==> config.mk <==
export PLATFORM = sky130hd
export DESIGN_NAME = hive_stk_lifo_flat
export DESIGN_NICKNAME = d
export VERILOG_FILES = /design/src/rtl/hive_stk_lifo_if.sv /design/src/rtl/hive_stk_lifo.sv /design/src/flat_wrapper.sv
export SDC_FILE = /design/constraint.sdc
export NUM_CORES = 1
export LEC_CHECK = 0
export CAP_MARGIN = 20
export CORE_ASPECT_RATIO = 0.9
export CORE_UTILIZATION = 54
export DETAILED_ROUTE_END_ITERATION = 10
export PLACE_DENSITY = 0.7
export SYNTH_ARGS = -nofsm -noshare
export SYNTH_HDL_FRONTEND = slang
export SYNTH_SLANG_ARGS = --single-unit
==> constraint.sdc <==
create_clock -name clk_i -period 3.9 [get_ports clk_i]
set_input_delay 0.39 -clock clk_i [delete_from_list [all_inputs] [get_ports clk_i]]
set_output_delay 0.39 -clock clk_i [all_outputs]
set_load 0.05 [all_outputs]
==> src/rtl/hive_stk_lifo_if.sv <==
// Operand-stack port bundle: request side (clear/push/pop) and stack status.
interface hive_stk_lifo_if #(
    parameter int DATA_W  = 32,
    parameter int DEPTH_W = 5
);
    logic               clr_i;
    logic               pop_i;
    logic               push_i;
    logic [DATA_W-1:0]  push_data_i;
    logic [DATA_W-1:0]  data_o;
    logic [DEPTH_W:0]   level_o;
    logic               empty_o;
    logic               full_o;
    logic               pop_er_o;
    logic               push_er_o;

    modport master (
        output clr_i, pop_i, push_i, push_data_i,
        input  data_o, level_o, empty_o, full_o, pop_er_o, push_er_o
    );

    modport slave (
        input  clr_i, pop_i, push_i, push_data_i,
        output data_o, level_o, empty_o, full_o, pop_er_o, push_er_o
    );
endinterface

==> src/rtl/hive_stk_lifo.sv <==
// ALU data stack: top-of-stack lives in a register so the ALU can consume it
// in the same cycle it pops; the rest of the stack sits in an array indexed
// by level. One operation per cycle, error pulses on under/overflow.
module hive_stk_lifo #(
    parameter int DATA_W  = 32,
    parameter int DEPTH_W = 5
) (
    input  logic           clk_i,
    input  logic           rst_n_i,
    hive_stk_lifo_if.slave bus
);
    localparam int                 ENTRIES = 1 << DEPTH_W;
    localparam logic [DEPTH_W:0]   LVL_ONE = (DEPTH_W+1)'(1);
    localparam logic [DEPTH_W:0]   LVL_CAP = (DEPTH_W+1)'(ENTRIES);
    localparam logic [DEPTH_W-1:0] IDX_ONE = DEPTH_W'(1);
    localparam logic [DEPTH_W-1:0] IDX_TWO = DEPTH_W'(2);

    logic [DATA_W-1:0]  top_q, top_d;
    logic [DEPTH_W:0]   level_q, level_d;
    logic               empty_q, empty_d;
    logic               full_q, full_d;
    logic               pop_er_q, pop_er_d;
    logic               push_er_q, push_er_d;

    logic [DATA_W-1:0]  mem [ENTRIES];
    logic               wr_en;
    logic [DEPTH_W-1:0] wr_idx;
    logic [DEPTH_W-1:0] rd_idx;

    // Index arithmetic is done modulo 2^DEPTH_W: the spill slot (level-1)
    // is only used when not full, and the refill slot (level-2) is only used
    // for level >= 2, where the low bits wrap to the right entry even at full.
    assign wr_idx = level_q[DEPTH_W-1:0] - IDX_ONE;
    assign rd_idx = level_q[DEPTH_W-1:0] - IDX_TWO;

    // Next-state selection in priority order: clear, replace, push, pop.
    always_comb begin
        top_d     = top_q;
        level_d   = level_q;
        pop_er_d  = 1'b0;
        push_er_d = 1'b0;
        wr_en     = 1'b0;
        if (bus.clr_i) begin
            top_d   = '0;
            level_d = '0;
        end else if (bus.push_i && bus.pop_i) begin
            // Replace the top; at empty the pop faults but the push still lands.
            top_d = bus.push_data_i;
            if (level_q == '0) begin
                pop_er_d = 1'b1;
                level_d  = LVL_ONE;
            end
        end else if (bus.push_i) begin
            if (full_q) begin
                push_er_d = 1'b1;
            end else begin
                top_d   = bus.push_data_i;
                level_d = level_q + LVL_ONE;
                wr_en   = (level_q != '0);
            end
        end else if (bus.pop_i) begin
            if (level_q == '0) begin
                pop_er_d = 1'b1;
            end else if (level_q == LVL_ONE) begin
                top_d   = '0;
                level_d = '0;
            end else begin
                top_d   = mem[rd_idx];
                level_d = level_q - LVL_ONE;
            end
        end
        empty_d = (level_d == '0);
        full_d  = (level_d == LVL_CAP);
    end

    // Control/status registers; flags come from the next level so they
    // always agree with level_o.
    always_ff @(posedge clk_i or negedge rst_n_i) begin
        if (!rst_n_i) begin
            top_q     <= '0;
            level_q   <= '0;
            empty_q   <= 1'b1;
            full_q    <= 1'b0;
            pop_er_q  <= 1'b0;
            push_er_q <= 1'b0;
        end else begin
            top_q     <= top_d;
            level_q   <= level_d;
            empty_q   <= empty_d;
            full_q    <= full_d;
            pop_er_q  <= pop_er_d;
            push_er_q <= push_er_d;
        end
    end

    // Spill storage: old top is written below the new one; no reset needed
    // since only entries under the current level are ever read.
    always_ff @(posedge clk_i) begin
        if (wr_en) mem[wr_idx] <= top_q;
    end

    assign bus.data_o    = top_q;
    assign bus.level_o   = level_q;
    assign bus.empty_o   = empty_q;
    assign bus.full_o    = full_q;
    assign bus.pop_er_o  = pop_er_q;
    assign bus.push_er_o = push_er_q;
endmodule

==> src/flat_wrapper.sv <==
// flat-port wrapper written by rule: the top's interface ports become plain ports
module hive_stk_lifo_flat 
#(
    parameter int DATA_W  = 32,
    parameter int DEPTH_W = 5
)
  (clk_i, rst_n_i, bus_clr_i, bus_pop_i, bus_push_i, bus_push_data_i, bus_data_o, bus_level_o, bus_empty_o, bus_full_o, bus_pop_er_o, bus_push_er_o);
  hive_stk_lifo_if #(.DATA_W(DATA_W), .DEPTH_W(DEPTH_W)) bus_i ();
  input  logic clk_i;
  input  logic rst_n_i;
  input wire logic [$bits(bus_i.clr_i)-1:0] bus_clr_i;
  input wire logic [$bits(bus_i.pop_i)-1:0] bus_pop_i;
  input wire logic [$bits(bus_i.push_i)-1:0] bus_push_i;
  input wire logic [$bits(bus_i.push_data_i)-1:0] bus_push_data_i;
  output wire logic [$bits(bus_i.data_o)-1:0] bus_data_o;
  output wire logic [$bits(bus_i.level_o)-1:0] bus_level_o;
  output wire logic [$bits(bus_i.empty_o)-1:0] bus_empty_o;
  output wire logic [$bits(bus_i.full_o)-1:0] bus_full_o;
  output wire logic [$bits(bus_i.pop_er_o)-1:0] bus_pop_er_o;
  output wire logic [$bits(bus_i.push_er_o)-1:0] bus_push_er_o;
  assign bus_i.clr_i = bus_clr_i;
  assign bus_i.pop_i = bus_pop_i;
  assign bus_i.push_i = bus_push_i;
  assign bus_i.push_data_i = bus_push_data_i;
  assign bus_data_o = bus_i.data_o;
  assign bus_level_o = bus_i.level_o;
  assign bus_empty_o = bus_i.empty_o;
  assign bus_full_o = bus_i.full_o;
  assign bus_pop_er_o = bus_i.pop_er_o;
  assign bus_push_er_o = bus_i.push_er_o;
  hive_stk_lifo #(.DATA_W(DATA_W), .DEPTH_W(DEPTH_W)) u_core (.clk_i(clk_i), .rst_n_i(rst_n_i), .bus(bus_i));
endmodule
Word-level counts from Yosys, hierarchy flattened --
Memory sizes are Yosys's and may differ from the RTL's. Index checks and enable logic that the tools add are counted.
Cells by class: $add $sub $neg 4, eq/ne operators 4, mux-type cells 30, reductions and logical operators 6
Operators with widths (count):
- two-way mux 32 bit | 7
- two-way mux 6 bit | 8
- two-way mux 1 bit | 15
- zero test 6 bit | 2
- adder 6 x 1 -> 6 bit, second input constant | 1
- == test 6 x 1 -> 1 bit, second input constant | 1
- == test 6 bit, second input constant | 1
- nonzero test 6 bit | 1
- subtractor 6 x 1 -> 6 bit, second input constant | 1
- subtractor 5 x 1 -> 5 bit, second input constant | 1
- subtractor 5 x 2 -> 5 bit, second input constant | 1
- != test 4 x 3 -> 1 bit, second input constant | 1
- != test 4 bit, second input constant | 1
- nonzero test 4 bit | 1
- AND reduction 3 bit | 1
- logical AND 1 bit | 1
Word-level totals: flip-flop bits (word level) 42, bits in writable memories 1024, input bits 37, output and inout bits 42, logic and storage cells 51, memories 1
Memory list:
- u_core.mem | depth 32, bits a word 32, read ports 1, clocked after Yosys merged registers in 0, write ports 1, line hive_stk_lifo.sv:25 | logic [DATA_W-1:0] mem [ENTRIES];

Longest topological paths before layout --
word-level depth 8, gate-level depth with buffers 13, depth with buffers taken out 8

Worst setup path after synthesis --
OpenSTA, ideal clock, no wires.
path kind register to register, start reg u_core.level_q[1], in the netlist u_core.bus.level_o[1], end mem u_core.mem[24][0] (enable), library setup time 0.421 ns, arrival time 4.136 ns, data required time 3.479 ns, path slack -0.657 ns, cell stages (with the launch flop) 10, clock period less this slack 4.557 ns, cells stage by stage dfrtp_1 -> buf_2 -> inv_1 -> buf_2 -> buf_1 -> ha_1 -> a21boi_0 -> xor2_1 -> nand3_1 -> nor2_1
Between the ends: word-level cells in the longest chain between the ends 7, elaborated cells on any way between the ends 8, classes of those cells 1 x add/sub; 6 x mux; 1 x reduce/logical
RTL lines:
- start, declared | line hive_stk_lifo.sv:19 | logic [DEPTH_W:0] level_q, level_d;
- start signal, assigned | line hive_stk_lifo.sv:88 | level_q <= level_d;
- nonzero test 6 bit | line hive_stk_lifo.sv:59 | wr_en = (level_q != '0);
- two-way mux 1 bit | line hive_stk_lifo.sv:54 | if (full_q) begin
- two-way mux 1 bit | line hive_stk_lifo.sv:53 | end else if (bus.push_i) begin
- two-way mux 1 bit | line hive_stk_lifo.sv:46 | end else if (bus.push_i && bus.pop_i) begin
- two-way mux 1 bit | line hive_stk_lifo.sv:43 | if (bus.clr_i) begin
- two-way mux 1 bit | line hive_stk_lifo.sv:99 | if (wr_en) mem[wr_idx] <= top_q;
- two-way mux 1 bit (implied by the code) | line hive_stk_lifo.sv:99
- end, declared | line hive_stk_lifo.sv:25
Parallel ways exist; a longest one is shown, timed or not.

Worst setup path in the final report --
start reg u_core.level_q[1], in the netlist u_core.bus.level_o[1], end mem u_core.mem[18][9] (enable)
The elaborated chain is that of the path after synthesis.

==> results.cfg <==
[cts]
root_buffer = clkbuf_16
h-tree-depth = 3
cts_tree = built
cts.sinks = 1066
worstSkewPairLatency_ns = 0.66
cts.reportedPaths.clkPinSlew_ns = 0.06
cts_buffers = 100
clockBufferDepth = 3

[route]
postRouteAntennaNets = 0
first_iter_violations = 2623
routed_wl_mm = 99.6
drc_errors = 0
first_pass_iters = 6
wl_per_cell_um = 30.0
viasPerCell = 6.39
via_count = 21200

[synth]
synth_edf_count = 1024
ys_types = 54
syn-num-nets = 2090
synth_top_area_share = 0.742
synthTopCellsByCount = edfxtp_1 (1024), mux4_2 (256), nand2_1 (178)
yosys_register_bits = 1066
yosys_warnings = 0
netlist_area_sq_um = 41400
yosys-top-cells-area = edfxtp_1 (74%), mux4_2 (14%), dfrtp_1 (2.5%)
synthCells = 2044
yosys.area.top_type = edfxtp_1
ys.flop_type = edfxtp_1
seq_area_frac_synth = 0.767
async_reset_ff_frac = 0.0394
yosysMostFrequentCell = edfxtp_1
synth_area_per_cell_sq_um = 20.3

[floorplanning]
dieHeight_um = 265
die_w_um = 294
dieArea_sq_um = 77900
placementRows = 95
start_util = 0.550
coreArea_sq_um = 75400
io_pins = 79

[power_and_ir_drop]
static-leakage-power_nw = 15.3
power.density_nw_per_um2 = 596
report.power.total_mw = 28.4
ir_worst_vdd_mv = 0.416

[sta]
period_share = 0.884
rsz0062_at_grt = no
setup_viol = 0
tns_ns = 0
finalHoldViolations = 0
drv_slew = 0
finClkSkew_ns = 0.0261
tightest_slew_ns = 0.996
relSlewSlack = 0.336
period_needed_ns = 3.45
fmax_ghz = 0.290

[setup_path]
start_kind = flip-flop
path_class = flip-flop to flip-flop
required_ns = 4.18
end_kind = flip-flop
critPathMaxFanout = 32
crit_arrival_ns = 3.73

[layout]
antenna_cells = 0
design_area_sq_um = 47700
drive_above_1_share = 0.248
syn_to_final_growth_pct = 15.1
fin_nets = 2259
postLayoutCoreUtil = 0.633

[grt]
grt-ovfl-total = 0
grt_max_degree = 105
grt_pass1_vias = 21300
grt_usage = 0.261
antenna_found_initial = 2
grt_pass1_wl_mm = 146

[job]
maxCapViolations = 0

[place]
postPlaceCellArea_sq_um = 44400
dp_hpwl_mm = 56.9
port_buffers = 78
gp_congestion = 0.847

[worst_hold_path]
hp-class = input port to asynchronous set/reset pin

[run_status]
outcome = completed
## critical path: stages (launching register included)
cell and delay [ns]:
dfrtp_4 0.48, inv_2 0.23, ha_1 0.34, a21boi_0 0.50, xnor2_1 0.23, buf_4 0.21, nand3_1 0.32, nor2_4 0.20
buf_4 0.54
## stage by stage
stage | hold WS (ns) | setup slack, ns | cells
3_5_place_dp | 0.521 | 0.525 | 3128
3_3_place_gp | 0.529 | 0.555 | 3128
5_1_grt | 0.495 | 0.283 | 3315
4_1_cts | 0.459 | 0.486 | 3315
2_1_floorplan | 0.0944 | -0.202 | 2044
6_report | 0.477 | 0.453 | 3315
## routing by layer
metal | vias to the layer above | share of wire | routed length, um | GRT usage
li1 | 8754 | - | - | -
met1 | 11200 | 0.40 | 40300 | 0.377
met2 | 1086 | 0.49 | 48700 | 0.416
met3 | 184 | 0.078 | 7750 | 0.0419
met4 | 2 | 0.029 | 2880 | 0.0774
met5 | - | 0.00019 | 19 | 0
## power by group
| part | switching, mW | leakage (nW) | internal [mW] |
|---|---|---|---|
| Sequential | 0.215 | 9.86 | 13.2 |
| Clock | 4.17 | 1.61 | 5.56 |
| Combinational | 3.34 | 3.79 | 1.88 |
| Total | 7.73 | 15.3 | 20.7 |
## cell families after synthesis
group                    after synthesis  share of synthesized area
buffers and inverters                127                     0.0132
multiplexers                         290                      0.147
AO/OA/AOI/OAI                        193                     0.0321
flip-flops                          1066                      0.767
XOR/XNOR                              12                    0.00254
AND/OR/NAND/NOR                      347                     0.0348
adder cells (fa/ha/maj)                9                    0.00272
## final timing paths
check / end / cells past startpoint / slack (ns) / from
worst min register to register: u_core.mem[26][18] / 0 / 0.53 / u_core.bus.data_o[18]
worst max register to register: u_core.mem[18][9] / 8 / 0.45 / u_core.bus.level_o[1]
min in group clk_i: u_core.bus.data_o[28] / 4 / 0.48 / bus_push_data_i[28]
worst max-delay path: u_core.mem[18][9] / 8 / 0.45 / u_core.bus.level_o[1]
max in group asynchronous: u_core.bus.level_o[0] / 3 / 2.81 / rst_n_i
worst min-delay path: u_core.bus.data_o[28] / 3 / 0.48 / rst_n_i
## registers in the layout (all words and copies together) (netlist names)
signal and cells:
u_core.bus.push_er_o 1, u_core.bus.pop_er_o 1, u_core.mem 1024, u_core.bus.data_o 32, u_core.bus.full_o 1, u_core.bus.level_o 6
u_core.bus.empty_o 1
## what timing repair did
action	CTS	global route
hold endpoints to repair	41	0
hold buffers	1	0
setup buffers	0	0
resized for setup	0	0
## cell type report
| type | count | area [sq um] |
|---|---|---|
| Clock inverter | 60 | 589 |
| Sequential cell | 1066 | 31800 |
| Inverter | 10 | 37.5 |
| Multi-Input combinational cell | 851 | 9400 |
| Clock buffer | 126 | 2690 |
| Tap cell | 1018 | 1270 |
| Timing Repair Buffer | 184 | 1910 |
| Fill cell | 5114 | 27700 |
## cell usage in the layout, fill, tap and decap left out, drive strengths merged, types with 39 or more instances in the layout
master	n
nand2	179
a21oi	71
clkdlybuf4s50	77
buf	106
nor2	103
edfxtp	1024
clkbuf	126
clkinv	46
mux4	256
dfrtp	41
nand3	39
Power figures use the tool's default switching activity.
